==> src/rtl/fetch_unit_pkg.sv <==
// Shared front-end types: fetch FSM state encoding and fetch-group sizing.
package fetch_unit_pkg;

    // Fetch sequencer states.
    typedef enum logic [2:0] {
        IDLE = 3'd0,  // one-cycle settle after reset
        REQ  = 3'd1,  // ready to issue a group read
        WAIT = 3'd2,  // read outstanding, data wanted
        DROP = 3'd3,  // read outstanding, data stale (redirected)
        HOLD = 3'd4   // group buffered, waiting to push into the queue
    } fetch_state_t;

    localparam int unsigned WORD_BYTES = 4;

    // Byte stride of one fetch group (FETCH_BYTES = 4*SUPERSCALAR).
    function automatic int unsigned fetch_bytes(input int unsigned superscalar);
        return WORD_BYTES * superscalar;
    endfunction

endpackage

==> src/rtl/fetch_unit.sv <==
// Fetch unit: holds the fetch PC, issues one group read at a time to
// instruction memory, buffers the returned group and pushes it into the
// instruction queue tagged with its commit order. Redirects may arrive in
// any state; data from a read issued before a redirect is discarded.
module fetch_unit
    import fetch_unit_pkg::*;
#(
    parameter int unsigned SUPERSCALAR = 1,
    parameter logic [31:0] RESET_PC    = 32'h1eceb000
) (
    input  logic                      clk,
    input  logic                      rst,
    output logic                      imem_req,
    output logic [31:0]               imem_addr,
    input  logic                      imem_resp,
    input  logic [SUPERSCALAR*32-1:0] imem_rdata,
    input  logic                      instr_full,
    output logic                      instr_push,
    output logic [SUPERSCALAR*32-1:0] instr_in,
    output logic [63:0]               order_in,
    input  logic                      redirect_valid,
    input  logic [31:0]               redirect_pc,
    input  logic [63:0]               redirect_order
);

    localparam int unsigned LINE_W      = SUPERSCALAR * 32;
    localparam logic [31:0] FETCH_BYTES = 32'(fetch_bytes(SUPERSCALAR));
    localparam logic [63:0] GROUP_WORDS = 64'(SUPERSCALAR);

    fetch_state_t      r_state;
    logic [31:0]       r_pc;
    logic [63:0]       r_order;
    logic [LINE_W-1:0] r_buf;

    logic [31:0]       w_redirect_pc;
    logic              w_redirect;

    // Redirect targets are word aligned; low address bits are dropped.
    assign w_redirect_pc = redirect_pc & ~32'd3;
    // IDLE ignores redirects: the PC is still settling out of reset.
    assign w_redirect    = redirect_valid && (r_state != IDLE);

    // A redirect suppresses both the request and the push of its cycle.
    assign imem_req   = (r_state == REQ)  && !redirect_valid;
    assign imem_addr  = r_pc;
    assign instr_push = (r_state == HOLD) && !instr_full && !redirect_valid;
    assign instr_in   = r_buf;
    assign order_in   = r_order;

    // PC/order: redirect wins over the post-push advance; both wrap naturally.
    always_ff @(posedge clk or posedge rst) begin
        if (rst) begin
            r_pc    <= RESET_PC;
            r_order <= 64'd0;
        end else if (w_redirect) begin
            r_pc    <= w_redirect_pc;
            r_order <= redirect_order;
        end else if (instr_push) begin
            r_pc    <= r_pc + FETCH_BYTES;
            r_order <= r_order + GROUP_WORDS;
        end
    end

    // Fetch sequencer and group buffer; at most one read is ever outstanding.
    always_ff @(posedge clk or posedge rst) begin
        if (rst) begin
            r_state <= IDLE;
            r_buf   <= '0;
        end else begin
            case (r_state)
                IDLE: r_state <= REQ;
                REQ: begin
                    if (!redirect_valid) r_state <= WAIT;
                end
                WAIT: begin
                    if (imem_resp) begin
                        if (redirect_valid) begin
                            r_state <= REQ;
                        end else begin
                            r_buf   <= imem_rdata;
                            r_state <= HOLD;
                        end
                    end else if (redirect_valid) begin
                        // The owed response must still be absorbed.
                        r_state <= DROP;
                    end
                end
                DROP: begin
                    if (imem_resp) r_state <= REQ;
                end
                HOLD: begin
                    // Buffer stays stable while the queue is full.
                    if (redirect_valid || !instr_full) r_state <= REQ;
                end
                default: r_state <= IDLE;
            endcase
        end
    end

endmodule
==> config.mk <==
export PLATFORM = sky130hd
export DESIGN_NAME = fetch_unit
export DESIGN_NICKNAME = d
export VERILOG_FILES = /design/src/rtl/fetch_unit_pkg.sv /design/src/rtl/fetch_unit.sv
export SDC_FILE = /design/constraint.sdc
export NUM_CORES = 1
export LEC_CHECK = 0
export ABC_AREA = 1
export ABC_CLOCK_PERIOD_IN_PS = 11700
export CAP_MARGIN = 0
export CORE_UTILIZATION = 52
export CTS_CLUSTER_SIZE = 24
export DETAILED_ROUTE_END_ITERATION = 12
export PLACE_DENSITY = 0.87
export SYNTH_ARGS = -nofsm -noshare
export SYNTH_HDL_FRONTEND = slang
export SYNTH_SLANG_ARGS = --single-unit
==> constraint.sdc <==
create_clock -name clk -period 11.7 [get_ports clk]
set_input_delay 2.34 -clock clk [delete_from_list [all_inputs] [get_ports clk]]
set_output_delay 2.34 -clock clk [all_outputs]
set_load 0.005 [all_outputs]
==> out/metrics.yaml <==
max-clock-path-buffers: 2
nets: 1681
drive_gt1_share_pct: 7.63
area_growth_pct: 37.1
viasPerCell: 5.48
antenna_found_initial: 0
synthCells: 1306
holdCritPathClass: "reg2reg"
clock.fmax_mhz: 156
p_sw_w: 0.00117
cts_sinks: 129
postLayoutCoreUtil_pct: 74.0
critPathKind: "in2out"
fin_cells: 1775
fin_crit_sh_pct: 54.9
grt_overflow_total: 0
stdcell_area_um2: 11900
synth_area_leader_cell: "dfrtp_1"
die_y_um: 131
max-vdd-ir-drop_mv: 0.142
vias: 9726
hold_viol: 0
yosysTopAreaCellShare_pct: 33.7
finalMaxSlewViolations: 0
end_kind: "output port"
insertion_delay_ns: 0.43
drt_first_iter_violations: 1020
rsz0062_at_grt: "no"
synth_area_leaders: "dfrtp_1 34%, nand2_1 21%, nor2_1 7.9%"
gp_congestion: 1.01
cp-start-kind: "primary input"
skew_ns: 0.00870
initial_core_util_pct: 54.0
cts_tree: "done"
grt_pass1_wl_um: 46900
syn_area_per_cell_um2: 6.66
ys_seq_area_share_pct: 37.3
seq_power_share_pct: 33.3
p_clk_share_pct: 17.9
synth_cell_type_count: 44
status: "completed"
cts_resized: 0
setup_viol: 0
pwr-share-comb_pct: 48.8
placed_cell_area_um2: 11400
wl_met2_um: 13700
cts_hold_buf: 0
power_density_nw_per_um2: 232
antenna_left: 0
cts_buffers: 17
path_clk_slew_ns: 0.06
dr_wl_met3_um: 2890
internal_power_w: 0.00159
switching_share_pct: 42.4
final.setup.tns_ns: 0
dp_hpwl_um: 21300
leakage_nw: 5.35
dp_cells: 1743
io_pins: 263
worst-slew-pin-transition_ns: 1.00
routed_wl_um: 29400
synth-edff-count: 0
dr.pass1.iters: 6
grt_pass1_vias: 9166
track_usage_pct: 34.3
cts_htree_levels: 4
cts_setup_buffers: 0
die_area_um2: 17200
ys_ff_latch: 129
core.rowCount: 46
wire_per_inst_um: 16.6
synth_area_um2: 8700
root_buffer: "clkbuf_16"
synth.most_common_cell: "nand2_1"
yosys_most_used_dff: "dfrtp_1"
pre_cts_slack_ns: 5.29
path_max_fanout: 18
dieWidth_um: 131
highest-signal-layer: "met4"
coreArea_um2: 16100
slew_headroom_pct: 33.2
cap_violations: 0
grt_max_degree: 82
period_needed_ns: 6.43
required_ns: 9.36
synthTopCellsByCount: "481 x nand2_1, 182 x nor2_1, 121 x inv_1"
ys_async_sr_fraction_pct: 100
layout_setup_ws_ns: 5.27
yosys_warnings: 0
drc: 0
wl_met1_um: 12100
port_buffers: 258
crit_arrival_ns: 4.09
antenna_cells: 0
worst max-delay path, stage by stage:
cell and delay, ns:
clkdlybuf4s50_1 0.52, inv_1 0.19, nand4_4 0.11, inv_2 0.33
clkdlybuf4s50_1 0.58
path summary, 6_finish.rpt:
check | slack (ns) | end | startpoint | cells after the start
worst max-delay path | 5.27 | instr_push | redirect_valid | 5
worst min-delay path | 0.50 | instr_in[2] | instr_in[2] | 1
worst max register to register | 9.14 | order_in[3] | r_state[0] | 6
worst min register to register | 0.50 | instr_in[2] | instr_in[2] | 1
max in group asynchronous | 7.65 | order_in[52] | rst | 4
min in group asynchronous | 2.28 | instr_in[17] | rst | 2
sequential cells by signal, indices dropped and copies added (netlist names):
register / cells
imem_addr: 30
order_in: 64
r_state: 3
instr_in: 32
power groups by stage:
stage / combinational [W] / clock [W] / sequential [W]
2_1_floorplan: 0.000716 / 0 / 0.000863
3_3_place_gp: 0.00130 / 0 / 0.000910
3_5_place_dp: 0.00133 / 0 / 0.000918
4_1_cts: 0.00134 / 0.000499 / 0.000914
5_1_grt: 0.00149 / 0.000521 / 0.000949
6_report: 0.00135 / 0.000495 / 0.000920
placed cells by master, fill, tap and decap left out, drive strengths merged, types with 3 or more instances in the layout:
| cell | netlist | final |
|---|---|---|
| nand4 | 18 | 18 |
| nand3 | 89 | 89 |
| a211oi | 9 | 9 |
| clkdlybuf4s50 | 0 | 258 |
| dfrtp | 117 | 117 |
| nand3b | 6 | 6 |
| a31oi | 3 | 3 |
| clkinv | 0 | 6 |
| xor2 | 10 | 10 |
| nor3 | 10 | 10 |
| o21ai | 74 | 74 |
| nand2 | 493 | 493 |
| o21bai | 3 | 3 |
| o31ai | 3 | 3 |
| clkbuf | 10 | 18 |
| mux2 | 32 | 32 |
| clkinvlp | 0 | 4 |
| a21oi | 15 | 15 |
| inv | 125 | 129 |
| dfstp | 12 | 12 |
| buf | 36 | 8 |
| o211ai | 22 | 22 |
| nor2 | 196 | 196 |
| o22ai | 11 | 11 |
metal layers:
metal | vias to the layer above | track usage (%)
met4 | 0 | 11.2
met3 | 64 | 9.76
met2 | 511 | 55.6
met1 | 4481 | 44.1
met5 | - | 0
li1 | 4670 | -
stage by stage:
| stage | total power (W) | hold WS [ns] |
|---|---|---|
| final | 0.00276 | 0.504 |
| after global routing | 0.00296 | 0.523 |
| after CTS | 0.00276 | 0.505 |
| after detailed placement | 0.00225 | 0.494 |
| after global placement | 0.00221 | 0.483 |
| after floorplan | 0.00158 | 0.475 |
kinds of logic after synthesis:
family	share of synthesized area, %
buf+inv	8.16
mux	4.14
compound gates	10.0
simple gates	39.0
flops	37.3
xor+xnor	1.11
fa+ha+maj	0.288
other cells	0.0431
final cells by class:
cell class	instances	area, µm²
clock inverter	14	109
clock buffer	18	429
tap	216	270
inverter	125	473
multi-input combinational	1007	4750
fill	1302	4190
timing repair buffer	266	2640
sequential	129	3240
(Power assumes the default switching activity.)
